## config.mk

```make
export PLATFORM = sky130hd
export DESIGN_NAME = sync_step_worker
export DESIGN_NICKNAME = d
export VERILOG_FILES = /design/src/rtl/sync_step_worker.sv
export SDC_FILE = /design/constraint.sdc
export NUM_CORES = 1
export LEC_CHECK = 0
export CELL_PAD_IN_SITES_DETAIL_PLACEMENT = 1
export CELL_PAD_IN_SITES_GLOBAL_PLACEMENT = 2
export CORE_MARGIN = 3
export CORE_UTILIZATION = 23
export CTS_CLUSTER_SIZE = 16
export DETAILED_ROUTE_END_ITERATION = 12
export MAX_ROUTING_LAYER = met4
export PLACE_DENSITY_LB_ADDON = 0.1
export SYNTH_ARGS = -nofsm -noshare
export SYNTH_HDL_FRONTEND = slang
export SYNTH_SLANG_ARGS = --single-unit
```

## constraint.sdc

```tcl
create_clock -name clk -period 3.2 [get_ports clk]
set_clock_uncertainty 0.1 [all_clocks]
set_input_delay 0.48 -clock clk [delete_from_list [all_inputs] [get_ports clk]]
set_output_delay 0.48 -clock clk [all_outputs]
set_load 0.1 [all_outputs]
```

## src/rtl/sync_step_worker.sv

```systemverilog
// Step worker: on each rdy rising edge, issues num_nodes node requests
// tagged with the latched step number, then reports finished or halted.
//
// Ports:
//   clk, rst         clock and synchronous active-high reset
//   rdy              step release; a rising edge starts one step
//   l_step           step number, sampled on the rdy rising edge
//   num_nodes        frontier size, sampled on the rdy rising edge
//   req_ready        downstream accepts the current request
//   req_valid        node request valid (ISSUE state only)
//   node_idx         frontier index being requested
//   step_out         latched step number for the requests
//   finished         step complete (also high once halted)
//   halted           step limit reached; idle until rst
//   err              sticky: start event seen while issuing
module sync_step_worker #(
    parameter int DATA_WIDTH = 32,
    parameter int IDX_WIDTH  = 16,
    parameter int max_steps  = 7
) (
    input  logic                  clk,
    input  logic                  rst,
    input  logic                  rdy,
    input  logic [DATA_WIDTH-1:0] l_step,
    input  logic [IDX_WIDTH-1:0]  num_nodes,
    input  logic                  req_ready,
    output logic                  req_valid,
    output logic [IDX_WIDTH-1:0]  node_idx,
    output logic [DATA_WIDTH-1:0] step_out,
    output logic                  finished,
    output logic                  halted,
    output logic                  err
);

    typedef enum logic [1:0] {
        S_IDLE,
        S_ISSUE,
        S_FIN,
        S_HALT
    } state_t;

    localparam logic [DATA_WIDTH-1:0] STEP_LIMIT = DATA_WIDTH'(max_steps);
    localparam logic [IDX_WIDTH-1:0]  IDX_ONE    = IDX_WIDTH'(1);

    state_t                state_q, state_d;
    logic                  rdy_q, rdy_d;
    logic [IDX_WIDTH-1:0]  idx_q, idx_d;
    logic [IDX_WIDTH-1:0]  num_q, num_d;
    logic [DATA_WIDTH-1:0] step_q, step_d;
    logic                  err_q, err_d;

    logic start;
    logic hs;
    logic last;

    always_ff @(posedge clk) begin
        if (rst) begin
            state_q <= S_IDLE;
            rdy_q   <= 1'b0;
            idx_q   <= '0;
            num_q   <= '0;
            step_q  <= '0;
            err_q   <= 1'b0;
        end else begin
            state_q <= state_d;
            rdy_q   <= rdy_d;
            idx_q   <= idx_d;
            num_q   <= num_d;
            step_q  <= step_d;
            err_q   <= err_d;
        end
    end

    always_comb begin
        state_d = state_q;
        rdy_d   = rdy;
        idx_d   = idx_q;
        num_d   = num_q;
        step_d  = step_q;
        err_d   = err_q;

        start = rdy & ~rdy_q;
        hs    = (state_q == S_ISSUE) & req_ready;
        // Compare against num-1 so an all-ones count ends at all-ones-minus-one.
        last  = (idx_q == (num_q - IDX_ONE));

        unique case (state_q)
            S_IDLE, S_FIN: begin
                if (start) begin
                    step_d = l_step;
                    num_d  = num_nodes;
                    idx_d  = '0;
                    if (l_step >= STEP_LIMIT) begin
                        state_d = S_HALT;
                    end else if (num_nodes == '0) begin
                        state_d = S_FIN;
                    end else begin
                        state_d = S_ISSUE;
                    end
                end
            end
            S_ISSUE: begin
                // A second release mid-step is a controller protocol error.
                if (start) begin
                    err_d = 1'b1;
                end
                if (hs) begin
                    if (last) begin
                        state_d = S_FIN;
                    end else begin
                        idx_d = idx_q + IDX_ONE;
                    end
                end
            end
            S_HALT: begin
                state_d = S_HALT;
            end
        endcase
    end

    assign req_valid = (state_q == S_ISSUE);
    assign finished  = (state_q == S_FIN) | (state_q == S_HALT);
    assign halted    = (state_q == S_HALT);
    assign node_idx  = idx_q;
    assign step_out  = step_q;
    assign err       = err_q;

endmodule

```

==> flow_metrics.py, run 1 <==
metrics = {
    "routing": {
        "wl_per_cell_um": 17.5,
        "vias_per_cell": 4.98,
        "drc": 0,
        "vias": 3667,
        "routed_wl_um": 12900,
        "drt_iter0_markers": 152,
        "drt_pass1_iterations": 7,
        "detail-route-antenna-nets": 0,
    },
    "worst_hold_path": {
        "hold_end": "step_out[11]",
        "whs_path_depth": 2,
        "hp-start": "step_out[11]",
        "hold_class": "flip-flop to flip-flop",
    },
    "global_routing": {
        "grt_pass1_vias": 3930,
        "grt_max_degree": 49,
        "grt_pass1_wl_um": 20600,
        "grt_use_total": 0.166,
        "overflow": 0,
        "antenna_found_initial": 0,
    },
    "critical_path": {
        "crit_type": "flip-flop to flip-flop",
        "cp.arrival_ns": 3.23,
        "startpoint_type": "flip-flop",
        "cp.required_ns": 3.35,
        "reg2reg_slack_ns": 0.12,
        "setup.worst_path.end_class": "flip-flop",
        "rr_endpoint": "node_idx[14]",
        "reg2reg_depth": 9,
        "reg2reg_from": "num_q[0]",
        "crit_fanout": 18,
    },
    "power": {
        "p_int_mw": 1.82,
        "peakVddDrop_uv": 320,
        "combinationalPowerShare": 0.237,
        "clockPowerShare": 0.416,
        "p_per_area_nw_per_um2": 529,
        "switching_power_mw": 0.825,
        "p_seq_frac": 0.347,
        "switching_share": 0.312,
        "leakagePower_nw": 1.92,
    },
    "logic_synthesis": {
        "yosysWarnings": 0,
        "yosysTopAreaCell": "dfxtp_1",
        "syn_avg_cell_area_um2": 7.68,
        "syn_inst": 443,
        "ys_seq_area_frac": 0.400,
        "synth_area_leaders": "dfxtp_1, nand2_1, a21oi_1",
        "synth_top_area_share": 0.400,
        "synth_area_um2": 3400,
        "syn_nets": 497,
        "ys_ff_latch": 68,
        "ys_async_sr_fraction": 0,
        "synth_ff_type": "dfxtp_1",
        "synthDistinctLibCells": 51,
        "synth-edff-count": 0,
    },
    "sta": {
        "worstMarginPinSlew_ns": 0.573,
        "finalHoldViolCount": 0,
        "setup_viol": 0,
        "final.min_clock_period_ns": 3.08,
        "timing.fmax_mhz": 325,
        "slew_headroom": 0.618,
        "period_share": 0.962,
        "final_max_slew_viol_count": 0,
        "rsz0062_at_grt": "yes",
        "worst_slack_ns": 0.122,
    },
    "clocking": {
        "insertion_delay_ns": 0.33,
        "cts_hold_buf": 0,
        "cts.sink_count": 68,
        "cts_tree": "yes",
        "htreeDepth": 3,
        "cts_made_buffers": 9,
        "clk_pin_slew_worst_paths_ns": 0.06,
        "cts.path.max_buffers": 2,
        "cts_root_buf": "clkbuf_16",
    },
    "run": {
        "max_cap_violations": 0,
    },
    "finish": {
        "area_growth_pct": 47.0,
        "antenna_cells": 0,
        "final_core_util": 0.353,
        "drive_gt1_frac": 0.201,
        "finalNetCount": 606,
    },
    "outcome": {
        "status": "completed",
    },
    "floorplanning": {
        "dieArea_um2": 16300,
        "start_util": 0.240,
        "core.rowCount": 43,
        "core-area_um2": 14100,
        "die_h_um": 128,
        "io_pins": 104,
        "die_width_um": 128,
    },
    "place": {
        "place_ws_ns": -0.0585,
        "io_buffers": 103,
        "hpwl_um": 9600,
        "gp_congestion": 0.908,
    },
}
## cell type report
| cell class | count | area (µm²) |
|---|---|---|
| Clock buffer | 11 | 253 |
| Timing Repair Buffer | 122 | 1080 |
| Sequential cell | 68 | 1360 |
| Inverter | 6 | 22.5 |
| Tap cell | 180 | 225 |
| Fill cell | 1709 | 9150 |
| Multi-Input combinational cell | 345 | 1990 |
| Clock inverter | 4 | 72.6 |
## worst max-delay path, cell delays in order, from the launching register on
cell and delay, ns:
dfxtp_2 0.34, or4_4 0.56, or2_2 0.34, or4_4 0.51, o211ai_1 0.10, nor3_1 0.09, nor3b_4 0.17, buf_12 0.15
or4_1 0.47, a21oi_1 0.15
## cell usage in the layout (no fill, tap or decap), types with 4 or more instances in the layout
cell type / instances
nand3_1: 7
and3_1: 6
o31ai_1: 6
o211ai_1: 4
nand4_1: 7
clkdlybuf4s50_1: 50
nand2_1: 112
xnor2_1: 10
nor2_1: 15
a21oi_1: 64
buf_4: 68
or3_1: 7
or4_1: 10
dfxtp_1: 67
clkbuf_16: 9
nor3_1: 8
o21ai_0: 6
nor4_1: 16
xor2_1: 9
inv_1: 4
## metal layers
metal  wire length [µm]  GRT usage
met2               6320      0.272
met1               5610      0.194
met5                  0          -
met3                745     0.0543
met4                229     0.0543
## worst max path at each step
stage / slack, ns / startpoint / to
2_1_floorplan: 0.13 / num_q[0] / node_idx[13]
3_3_place_gp: 0.02 / num_q[0] / node_idx[13]
3_5_place_dp: -0.06 / num_q[0] / node_idx[14]
4_1_cts: 0.01 / num_q[8] / node_idx[13]
5_1_grt: -0.002 / num_q[0] / node_idx[8]
6_report: 0.12 / num_q[0] / node_idx[14]
## synthesized netlist by cell type (7+ instances only)
master	n
or4_1	12
nor2_1	15
and3_1	7
nor4_1	16
a21oi_1	64
clkbuf_1	19
nand3_1	8
nand2_1	112
o31ai_1	7
xor2_1	9
or3_1	7
nor3_1	9
xnor2_1	10
dfxtp_1	68
nand4_1	7
## power by group through the flow
stage,Combinational [mW],Sequential [mW],Clock (mW)
3_3_place_gp,0.600,0.934,0
2_1_floorplan,0.229,1.10,0
5_1_grt,0.672,0.923,1.18
6_report,0.627,0.917,1.10
3_5_place_dp,0.606,0.935,0
4_1_cts,0.620,0.917,1.14
## stage by stage
stage | hold WS (ns) | power [mW] | TNS, ns | cells | cell area, µm²
after CTS | 0.357 | 2.68 | 0 | 734 | 4920
after global placement | 0.344 | 1.53 | 0 | 718 | 4570
after detailed placement | 0.349 | 1.54 | -0.241 | 718 | 4570
final | 0.356 | 2.64 | 0 | 736 | 5000
after global routing | 0.379 | 2.77 | -0.00172 | 736 | 5000
after floorplan | 0.348 | 1.33 | 0 | 443 | 3400
## cells by family after synthesis
family / share of synthesized area
buffers and inverters: 0.0357
AND/OR/NAND/NOR: 0.321
adder cells (fa/ha/maj): 0.00736
AO/OA/AOI/OAI: 0.181
flip-flops: 0.400
multiplexers: 0.00589
XOR/XNOR: 0.0489
## flip-flops by register name (all words and copies together) (netlist names)
name / flops
rdy_q: 1
step_out: 32
state_q: 2
num_q: 16
node_idx: 16
err: 1
## repair_timing
action,in CTS,in global routing
buffers inserted,1,2
resized for setup,5,11
endpoints found under the setup margin,8,18
cloned,0,0
pin swaps,2,3
hold endpoints to repair,0,0
(Power assumes the default switching activity.)
==> inputs of run 2 (changes only) <==
Settings changed: ABC_CLOCK_PERIOD_IN_PS set to 3200, PLACE_DENSITY set to 0.8, PLACE_DENSITY_LB_ADDON 0.1 to unset.
==> flow_metrics.py, run 2 (synthesis gave the netlist of run 1 again) <==
metrics = {
    "outcome": {
        "status": "completed",
    },
    "sta": {
        "worst_slack_ns": 0.105,
        "final_max_slew_viol_count": 0,
        "finalHoldViolCount": 0,
        "rsz0062_at_grt": "yes",
        "slew_headroom": 0.610,
        "setup_viol": 0,
        "worstMarginPinSlew_ns": 0.580,
        "period_share": 0.967,
        "final.min_clock_period_ns": 3.10,
        "hold_ws_ns": 0.353,
        "timing.fmax_mhz": 323,
    },
    "finish": {
        "largest_reg_flops": 32,
        "antenna_cells": 0,
        "final_core_util": 0.344,
        "area_growth_pct": 43.2,
        "layout_common_cells": "nand2_1, dfxtp_1, buf_4",
        "finalNetCount": 604,
        "layout_commonest_cell": "nand2_1",
        "drive_gt1_frac": 0.180,
    },
    "place": {
        "gp_congestion": 0.858,
        "hpwl_um": 9200,
        "io_buffers": 103,
        "place_ws_ns": 0.0186,
    },
    "routing": {
        "drt_iter0_markers": 130,
        "vias": 3640,
        "detail-route-antenna-nets": 0,
        "drc": 0,
        "vias_per_cell": 4.95,
        "wl_per_cell_um": 16.6,
        "routed_wl_um": 12200,
        "drt_pass1_iterations": 4,
    },
    "floorplanning": {
        "start_util": 0.240,
        "dieArea_um2": 16300,
        "core.rowCount": 43,
        "io_pins": 104,
        "die_width_um": 128,
        "die_h_um": 128,
        "core-area_um2": 14100,
    },
    "clocking": {
        "cts.path.max_buffers": 2,
        "htreeDepth": 3,
        "cts_root_buf": "clkbuf_16",
        "clk_pin_slew_worst_paths_ns": 0.06,
        "cts.sink_count": 68,
        "cts_tree": "yes",
        "insertion_delay_ns": 0.34,
        "cts_made_buffers": 9,
    },
    "power": {
        "p_seq_frac": 0.375,
        "switching_share": 0.331,
        "power.total_mw": 2.45,
        "p_int_mw": 1.64,
        "combinationalPowerShare": 0.248,
        "peakVddDrop_uv": 282,
        "leakagePower_nw": 1.88,
        "switching_power_mw": 0.811,
        "clockPowerShare": 0.377,
        "p_per_area_nw_per_um2": 503,
    },
    "critical_path": {
        "reg2reg_from": "num_q[0]",
        "reg2reg_depth": 11,
        "setup.worst_path.start": "num_q[0]",
        "cp.required_ns": 3.36,
        "startpoint_type": "flip-flop",
        "setup.worst_path.end_class": "flip-flop",
        "crit_fanout": 18,
        "cp.arrival_ns": 3.25,
        "crit_type": "flip-flop to flip-flop",
    },
    "global_routing": {
        "grt_pass1_wl_um": 19700,
        "overflow": 0,
        "antenna_found_initial": 0,
        "grt_max_degree": 49,
        "grt_use_total": 0.156,
        "grt_pass1_vias": 3848,
    },
    "worst_hold_path": {
        "hp-start": "step_out[21]",
        "whs_path_depth": 2,
        "hold_class": "flip-flop to flip-flop",
    },
    "run": {
        "max_cap_violations": 0,
    },
}
[run 2: cell count changes in the layout (fill, tap and decap cells not counted), moves of 2 or more]
cell       previous run  this run
buf_12                3         1
bufinv_16             2         0
clkbuf_1              0         3
clkinv_4              0         2
inv_1                 4         6
inv_2                 2         0
[run 2: layout make-up]
| type | count | area, µm² |
|---|---|---|
| Fill cell | 1717 | 9280 |
| Timing Repair Buffer | 120 | 1040 |
| Tap cell | 180 | 225 |
| Sequential cell | 68 | 1360 |
| Multi-Input combinational cell | 345 | 1950 |
| Inverter | 6 | 22.5 |
| Clock buffer | 13 | 250 |
| Clock inverter | 3 | 22.5 |
[run 2: final timing paths]
kind,endpoint,slack [ns]
setup / recovery,node_idx[12],0.10
setup reg to reg,node_idx[12],0.10
hold reg to reg,step_out[21],0.35
hold / removal,step_out[21],0.35
[run 2: metal layers]
metal / global-route usage / up-vias / wire length (µm)
li1: - / 1790 / -
met1: 0.195 / 1730 / 5580
met2: 0.241 / 105 / 5640
met3: 0.0414 / 15 / 751
met4: 0.0630 / 0 / 223
met5: - / - / 0
[run 2: worst max-delay path, cell delays in order (launching register included)]
cell     delay [ns]
dfxtp_1        0.35
inv_1          0.07
ha_1           0.16
or4b_4         0.49
or4_1          0.54
a32oi_2        0.28
nand2_2        0.10
nand3_2        0.09
nor3b_4        0.05
buf_12         0.15
or4_1          0.47
a21oi_1        0.15
[run 2: through the flow]
step,cell area (µm²),std cells,setup TNS [ns]
after global routing,4870,735,-0.0925
after detailed placement,4550,717,0
final,4870,735,0
after global placement,4550,717,0
after CTS,4820,733,0
after floorplan,3400,443,0
[run 2: power by group through the flow]
stage	combinational, mW	clock, mW	sequential, mW
after global placement	0.588	0	0.934
after floorplan	0.229	0	1.10
after CTS	0.597	0.952	0.918
after detailed placement	0.595	0	0.936
after global routing	0.655	0.996	0.924
final	0.608	0.924	0.918
[run 2: timing repair]
action,4_1_cts,5_1_grt
setup endpoints to repair,0,17
buffers inserted,0,2
gates resized for setup,0,7
hold buffers,0,0
==> inputs of run 3 (changes only) <==
Settings changed: CTS_CLUSTER_SIZE 16 to unset.
==> results of run 3 <==
Final layout, timing and power as in run 2 (identical DEF).
